**src/rtl/escalonador_pkg.sv**
```systemverilog
// Shared definitions for the enemy fire scheduler.
// Holds the scheduler state encoding, the default fleet/slot sizes with
// their index widths, the LFSR feedback taps and the LFSR step and width
// helpers used by the scheduler and its LFSR sub-module.
package escalonador_pkg;

   typedef enum logic [1:0] {
      OCIOSO  = 2'd0,
      SORTEIO = 2'd1,
      BUSCA   = 2'd2,
      DISPARO = 2'd3
   } estado_t;

   localparam int N_INIMIGOS_DEF = 20;
   localparam int N_SLOTS_DEF    = 4;
   localparam int W_IDX          = $clog2(N_INIMIGOS_DEF);
   localparam int W_SLOT         = $clog2(N_SLOTS_DEF);

   localparam logic [15:0] LFSR_TAPS = 16'hB400;

   // Galois right-shift step: the bit shifted out decides whether the taps are applied.
   function automatic logic [15:0] lfsr_passo(input logic [15:0] s);
      return s[0] ? ((s >> 1) ^ LFSR_TAPS) : (s >> 1);
   endfunction

   // Index width that never collapses to zero bits.
   function automatic int largura(input int n);
      return (n > 1) ? $clog2(n) : 1;
   endfunction

endpackage

```
**src/rtl/escalonador_tiros_lfsr.sv**
```systemverilog
// 16-bit Galois LFSR feeding the random enemy draw.
// Ports: CLOCK_50 clock, reset async active-low (loads SEED),
//        en advances one step per cycle, carga loads SEED synchronously
//        (wins over en), q current LFSR value.
module lfsr_16
   import escalonador_pkg::*;
#(
   parameter logic [15:0] SEED = 16'hACE1
) (
   input  logic        CLOCK_50,
   input  logic        reset,
   input  logic        en,
   input  logic        carga,
   output logic [15:0] q
);

   logic [15:0] q_q, q_d;

   always_comb begin
      q_d = q_q;
      if (carga)
         q_d = SEED;
      else if (en)
         q_d = lfsr_passo(q_q);
   end

   always_ff @(posedge CLOCK_50 or negedge reset) begin
      if (!reset)
         q_q <= SEED;
      else
         q_q <= q_d;
   end

   assign q = q_q;

endmodule

```
**src/rtl/escalonador_tiros.sv**
```systemverilog
// Fleet fire scheduler: picks the next living enemy to fire and grants it
// one of N_SLOTS enemy-bullet slots.
// Ports: CLOCK_50 clock, reset async active-low, pausa freezes scheduling,
//        reiniciarJogo synchronous restart, vivo alive mask,
//        liberar slot release pulses, disparo one-hot grant,
//        disparo_slot slot given with the grant, slot_ocupado busy mask,
//        n_ocupados busy count, sem_alvos last search found nobody alive.
//
// state   | meaning
// OCIOSO  | cooldown countdown; at 0 waits for a free slot
// SORTEIO | draws the starting candidate from the LFSR
// BUSCA   | walks the fleet one index per cycle looking for a living enemy
// DISPARO | re-checks the candidate and grants the lowest free slot
module escalonador_tiros
   import escalonador_pkg::*;
#(
   parameter int          N_INIMIGOS = N_INIMIGOS_DEF,
   parameter int          N_SLOTS    = N_SLOTS_DEF,
   parameter int          COOLDOWN   = 25_000_000,
   parameter logic [15:0] LFSR_SEED  = 16'hACE1,
   localparam int         W_I = largura(N_INIMIGOS),
   localparam int         W_S = largura(N_SLOTS),
   localparam int         W_N = $clog2(N_SLOTS + 1)
) (
   input  logic                  CLOCK_50,
   input  logic                  reset,
   input  logic                  pausa,
   input  logic                  reiniciarJogo,
   input  logic [N_INIMIGOS-1:0] vivo,
   input  logic [N_SLOTS-1:0]    liberar,
   output logic [N_INIMIGOS-1:0] disparo,
   output logic [W_S-1:0]        disparo_slot,
   output logic [N_SLOTS-1:0]    slot_ocupado,
   output logic [W_N-1:0]        n_ocupados,
   output logic                  sem_alvos
);

   localparam int                  W_C     = largura(COOLDOWN + 1);
   localparam logic [W_C-1:0]      RECARGA = W_C'(COOLDOWN);
   localparam logic [W_I-1:0]      ULTIMO  = W_I'(N_INIMIGOS - 1);
   localparam logic [W_I:0]        N_TOTAL = (W_I + 1)'(N_INIMIGOS);
   localparam logic [N_INIMIGOS-1:0] UM    = N_INIMIGOS'(1);

   estado_t             estado_q, estado_d;
   logic [W_C-1:0]      cnt_q, cnt_d;
   logic [W_I-1:0]      cand_q, cand_d;
   logic [W_I:0]        varridos_q, varridos_d;
   logic [N_SLOTS-1:0]  slot_ocupado_q, slot_ocupado_d;
   logic [W_N-1:0]      n_ocupados_q, n_ocupados_d;
   logic                sem_alvos_q, sem_alvos_d;

   logic [15:0]         lfsr;
   logic                lfsr_unused;
   logic [W_I-1:0]      sorteio;
   logic [W_I-1:0]      cand_inc;
   logic [W_I:0]        varridos_inc;
   logic                livre_existe;
   logic [W_S-1:0]      livre_idx;
   logic                conceder;

   lfsr_16 #(.SEED(LFSR_SEED)) u_lfsr (
      .CLOCK_50 (CLOCK_50),
      .reset    (reset),
      .en       (!pausa),
      .carga    (reiniciarJogo),
      .q        (lfsr)
   );

   assign lfsr_unused = ^lfsr;

   // Low LFSR bits range up to 2*N-1 at most, so one conditional subtract folds them into range.
   assign sorteio      = ({1'b0, lfsr[W_I-1:0]} >= N_TOTAL) ? lfsr[W_I-1:0] - W_I'(N_INIMIGOS)
                                                             : lfsr[W_I-1:0];
   assign cand_inc     = (cand_q == ULTIMO) ? '0 : cand_q + 1'b1;
   assign varridos_inc = varridos_q + 1'b1;

   // Lowest free slot, judged on the busy mask at the start of the cycle so a
   // same-cycle release only helps the following grant.
   always_comb begin
      livre_existe = 1'b0;
      livre_idx    = '0;
      for (int k = N_SLOTS - 1; k >= 0; k--) begin
         if (!slot_ocupado_q[k]) begin
            livre_existe = 1'b1;
            livre_idx    = W_S'(k);
         end
      end
   end

   assign conceder = (estado_q == DISPARO) && vivo[cand_q] && !pausa && !reiniciarJogo
                     && livre_existe;

   always_comb begin
      estado_d       = estado_q;
      cnt_d          = cnt_q;
      cand_d         = cand_q;
      varridos_d     = varridos_q;
      sem_alvos_d    = sem_alvos_q;
      slot_ocupado_d = slot_ocupado_q & ~liberar;
      n_ocupados_d   = '0;

      if (conceder)
         slot_ocupado_d[livre_idx] = 1'b1;

      if (!pausa) begin
         case (estado_q)
            OCIOSO: begin
               if (cnt_q != '0)
                  cnt_d = cnt_q - 1'b1;
               else if (livre_existe)
                  estado_d = SORTEIO;
            end
            SORTEIO: begin
               cand_d     = sorteio;
               varridos_d = '0;
               estado_d   = BUSCA;
            end
            BUSCA: begin
               if (vivo[cand_q]) begin
                  estado_d = DISPARO;
               end else begin
                  cand_d     = cand_inc;
                  varridos_d = varridos_inc;
                  if (varridos_inc == N_TOTAL) begin
                     sem_alvos_d = 1'b1;
                     cnt_d       = RECARGA;
                     estado_d    = OCIOSO;
                  end
               end
            end
            DISPARO: begin
               if (conceder) begin
                  sem_alvos_d = 1'b0;
                  cnt_d       = RECARGA;
                  estado_d    = OCIOSO;
               end else if (!vivo[cand_q]) begin
                  // Candidate died between search and grant: keep walking, scan count untouched.
                  cand_d   = cand_inc;
                  estado_d = BUSCA;
               end
            end
            default: estado_d = OCIOSO;
         endcase
      end

      if (reiniciarJogo) begin
         estado_d       = OCIOSO;
         cnt_d          = RECARGA;
         cand_d         = '0;
         varridos_d     = '0;
         sem_alvos_d    = 1'b0;
         slot_ocupado_d = '0;
      end

      for (int k = 0; k < N_SLOTS; k++)
         n_ocupados_d = n_ocupados_d + W_N'(slot_ocupado_d[k]);
   end

   always_ff @(posedge CLOCK_50 or negedge reset) begin
      if (!reset) begin
         estado_q       <= OCIOSO;
         cnt_q          <= RECARGA;
         cand_q         <= '0;
         varridos_q     <= '0;
         sem_alvos_q    <= 1'b0;
         slot_ocupado_q <= '0;
         n_ocupados_q   <= '0;
      end else begin
         estado_q       <= estado_d;
         cnt_q          <= cnt_d;
         cand_q         <= cand_d;
         varridos_q     <= varridos_d;
         sem_alvos_q    <= sem_alvos_d;
         slot_ocupado_q <= slot_ocupado_d;
         n_ocupados_q   <= n_ocupados_d;
      end
   end

   assign disparo      = conceder ? (UM << cand_q) : '0;
   assign disparo_slot = conceder ? livre_idx : '0;
   assign slot_ocupado = slot_ocupado_q;
   assign n_ocupados   = n_ocupados_q;
   assign sem_alvos    = sem_alvos_q;

endmodule

```
**config.mk**
```make
export PLATFORM = sky130hd
export DESIGN_NAME = escalonador_tiros
export DESIGN_NICKNAME = d
export VERILOG_FILES = /design/src/rtl/escalonador_pkg.sv /design/src/rtl/escalonador_tiros_lfsr.sv /design/src/rtl/escalonador_tiros.sv
export SDC_FILE = /design/constraint.sdc
export NUM_CORES = 1
export LEC_CHECK = 0
export ABC_AREA = 1
export ABC_CLOCK_PERIOD_IN_PS = 3050
export BUFFER_PORTS_ARGS = -buffer_cell sky130_fd_sc_hd__buf_2
export CELL_PAD_IN_SITES_DETAIL_PLACEMENT = 1
export CELL_PAD_IN_SITES_GLOBAL_PLACEMENT = 2
export CORE_MARGIN = 2
export CORE_UTILIZATION = 33
export CTS_CLUSTER_DIAMETER = 50
export DETAILED_ROUTE_END_ITERATION = 10
export PLACE_DENSITY = 0.83
export SYNTH_ARGS = -nofsm -noshare
export SYNTH_HDL_FRONTEND = slang
export SYNTH_SLANG_ARGS = --single-unit
export TNS_END_PERCENT = 1
```
**constraint.sdc**
```tcl
create_clock -name CLOCK_50 -period 3.05 [get_ports CLOCK_50]
set_input_delay 0.4575 -clock CLOCK_50 [delete_from_list [all_inputs] [get_ports CLOCK_50]]
set_output_delay 0.4575 -clock CLOCK_50 [all_outputs]
set_load 0.05 [all_outputs]
```
==> reports/qor.log <==
qor: timing.worstMarginPinSlew 670 ps
qor: timing.fmax 0.355 GHz
qor: setup_path.start_kind flip-flop
qor: cells_and_area.layout-area-overhead-vs-synth 19.1%
qor: global_route.pin_count_of_the_biggest_net_entering_global_routing 30
qor: place.placement.setup.worst_slack 209 ps
qor: timing.min_period_over_period 0.925
qor: place.detailedPlacementHpwl 8.81 mm
qor: clock_tree.clkSlewWorstSetupHoldPaths 60 ps
qor: setup_path.cpMostUsedCell sky130_fd_sc_hd__ha_1
qor: setup_path.crit_cells 12
qor: timing.fin_crit 2820 ps
qor: yosys.synthesis.area_per_instance 7.26 um2
qor: cells_and_area.stdcell_count 815
qor: cells_and_area.final_area 5000 um2
qor: setup_path.cp_cell_sequence inv_4 -> o21ai_1 -> o22ai_1 -> nand2_1 -> nand2_2 -> nand3_2 -> inv_1 -> nand3_1 -> a21oi_1 -> fa_1 -> ha_1 -> ha_1
qor: timing.fin_setup_tns 0 ps
qor: setup_path.setup.worst_path.class flip-flop to flip-flop
qor: routing.drt_pre_antenna_iters 4
qor: run_status.run_status complete, no violations
qor: yosys.synth-main-ff-cell sky130_fd_sc_hd__dfrtp_1
qor: timing.grt_setup_unrepaired false
qor: routing.route.vias.total 4076
qor: global_route.grt_first_pass_wirelength 20.5 mm
qor: setup_path.worst_ep_required_time 3260 ps
qor: clock_tree.ctsLongestPathBuffers 2
qor: run.max_cap_viol_count 0
qor: clock_tree.cts_tree yes
qor: floorplanning.fp.dieW 117 um
qor: yosys.number_of_flops_mapped_to_enable_cells_by_yosys 0
qor: cells_and_area.drive_above_1_share 0.208
qor: floorplanning.die_height 117 um
qor: pwr.power-per-cell-area 795 nW/um2
qor: clock_tree.numCtsBuffers 9
qor: setup_path.slowest_delay 500 ps
qor: yosys.syn_area 4200 um2
qor: setup_path.critPathSlowestCell sky130_fd_sc_hd__dfrtp_1
qor: setup_path.r2r_start cand_q[1]
qor: cells_and_area.nNetsFinal 683
qor: cells_and_area.layout_commonest_cell sky130_fd_sc_hd__nand2_1
qor: timing.timing.slew.headroom 0.551
qor: yosys.yosysWarningCount 0
qor: floorplanning.core-area 12500 um2
qor: routing.finalWirelength 12.1 mm
qor: yosys.sequential_fraction_of_the_synthesis_area 0.376
qor: yosys.synth_fp_nets 623
qor: pwr.worst_ir_drop_vdd 0.372 mV
qor: yosys.synth_register_bits 62
qor: cells_and_area.antennaDiodeCount 0
qor: floorplanning.initial_core_util 0.335
qor: timing.holdWs 153 ps
qor: timing.clock_skew 7.24 ps
qor: timing.finalMaxSlewViolations 0
qor: place.postPlaceCellArea 4680 um2
qor: setup_path.crit_family adder cells
qor: routing.via_per_inst 5.00
qor: floorplanning.fp-row-count 41
qor: global_route.grt_pass1_vias 4219
qor: timing.postLayoutSetupSlackWorst 230 ps
qor: min_path.hold_class input pin to async pin
qor: clock_tree.clock_tree.htree_level_count 3
qor: timing.report.final.setup_viol 0
qor: cells_and_area.layout_common_cells 137 x sky130_fd_sc_hd__nand2_1, 74 x sky130_fd_sc_hd__nor2_1, 65 x sky130_fd_sc_hd__inv_1, 54 x sky130_fd_sc_hd__buf_2, 42 x sky130_fd_sc_hd__dfrtp_1
qor: setup_path.setup.reg_to_reg.worst_slack 230 ps
qor: routing.remaining_drc_errors 0
qor: setup_path.worst-endpoint-arrival 3030 ps
qor: clock_tree.clock_sinks 62
qor: place.place_congestion 0.761
qor: timing.final_hold_viol_count 0
qor: global_route.antenna_found_initial 0
qor: clock_tree.ctsRootBufferMaster sky130_fd_sc_hd__clkbuf_16
qor: routing.final_antenna_net_count 0
qor: place.post-place-cells 799
qor: yosys.synthDistinctLibCells 38
qor: routing.drt_iter0_drc 177
qor: pwr.leakagePower 2.50 nW
qor: global_route.gr-total-overflow 0
qor: setup_path.worstPathMaxFanout 9
qor: place.number_of_i_o_port_buffers 57
qor: setup_path.critical_path.n_buffers_inverters 2
qor: setup_path.worst_r2r_endpoint n_ocupados[1]
qor: setup_path.r2r.worst_path.cells 12
qor: clock_tree.clock_insertion_delay_worst_skew 340 ps
qor: global_route.grt_util_all_layers 0.191
qor: setup_path.crit_path_end_kind flip-flop
qor: clock_tree.postCtsSetupRepairBufs 0
qor: routing.routedWlPerCell 14.8 um
qor: yosys.synthesis.instances 578
qor: floorplanning.pin_count 58
qor: floorplanning.die-area 13600 um2
qor: yosys.async_flop_share 1.00
[state kept, by name, summed over array words and instances (netlist names)]
signal,cells
cnt_q,25
u_lfsr.q,16
varridos_q,6
estado_q,2
n_ocupados,3
sem_alvos,1
cand_q,5
slot_ocupado,4
[how the worst max path moves through the flow]
stage                  startpoint       endpoint  slack [ps]
finish                  cand_q[1]  n_ocupados[1]         230
global route            cand_q[1]     disparo[4]           6
CTS                     cand_q[1]     disparo[4]         160
detailed placement      cand_q[1]  n_ocupados[1]         210
global placement        cand_q[1]  n_ocupados[1]         280
floorplan           reiniciarJogo  n_ocupados[1]        -100
[cell usage after synthesis (all sizes together), types with 8 or more instances]
master  instances  area share
a21oi          22       0.026
buf            11       0.018
clkbuf          8      0.0072
dfrtp          42        0.25
dfstp          20        0.13
ha             16       0.048
inv            74       0.066
nand2         143        0.13
nand3          30       0.043
nand4          31       0.046
nor2           82       0.083
nor3           17       0.023
o21ai          28       0.034
o22ai          10       0.015
xor2            8       0.017
[routing by layer]
| layer | part of all wire | wire, um | global-route usage | vias to the layer above |
|---|---|---|---|---|
| met5 | 0 | 0 | 0 | - |
| met4 | 0.013 | 161 | 0.0525 | 0 |
| met3 | 0.037 | 452 | 0.0453 | 15 |
| met2 | 0.47 | 5630 | 0.317 | 65 |
| met1 | 0.48 | 5840 | 0.250 | 1971 |
| li1 | - | - | - | 2025 |
[logic make-up (layout without fill, tap and decap cells)]
| family | count (synthesis) | after routing | synth area share |
|---|---|---|---|
| buffers and inverters | 93 | 158 | 0.0915 |
| xor gates and xnor gates | 12 | 12 | 0.0250 |
| adders and majority gates | 17 | 17 | 0.0525 |
| DFF | 62 | 62 | 0.376 |
| AOI/OAI and AO/OA | 81 | 81 | 0.112 |
| and+or+nand+nor | 313 | 313 | 0.343 |
[report_power, final]
part,internal (mW),total (mW),switching (mW)
combinational,0.510,1.59,1.08
sequential,1.08,1.31,0.232
clock,0.711,1.08,0.369
total,2.30,3.98,1.68
[cell type report]
cell class,instances,area (um2)
Fill cell,1606,7520
Multi-Input combinational cell,423,2240
Sequential cell,62,1580
Timing Repair Buffer,68,375
Inverter,74,280
Clock buffer,11,233
Tap cell,172,215
Clock inverter,5,75.1
[metrics by stage]
step | util | total power, mW
2_1_floorplan | - | 2.49
3_3_place_gp | 0.374 | 2.83
6_report | 0.399 | 3.98
5_1_grt | 0.399 | 4.33
3_5_place_dp | 0.374 | 2.90
4_1_cts | 0.399 | 4.02
[repair_timing]
item,in CTS,in global routing
endpoints found under the hold margin,0,0
resized for setup,0,5
endpoints found under the setup margin,0,6
hold buffers,0,0
(Power assumes the default switching activity.)
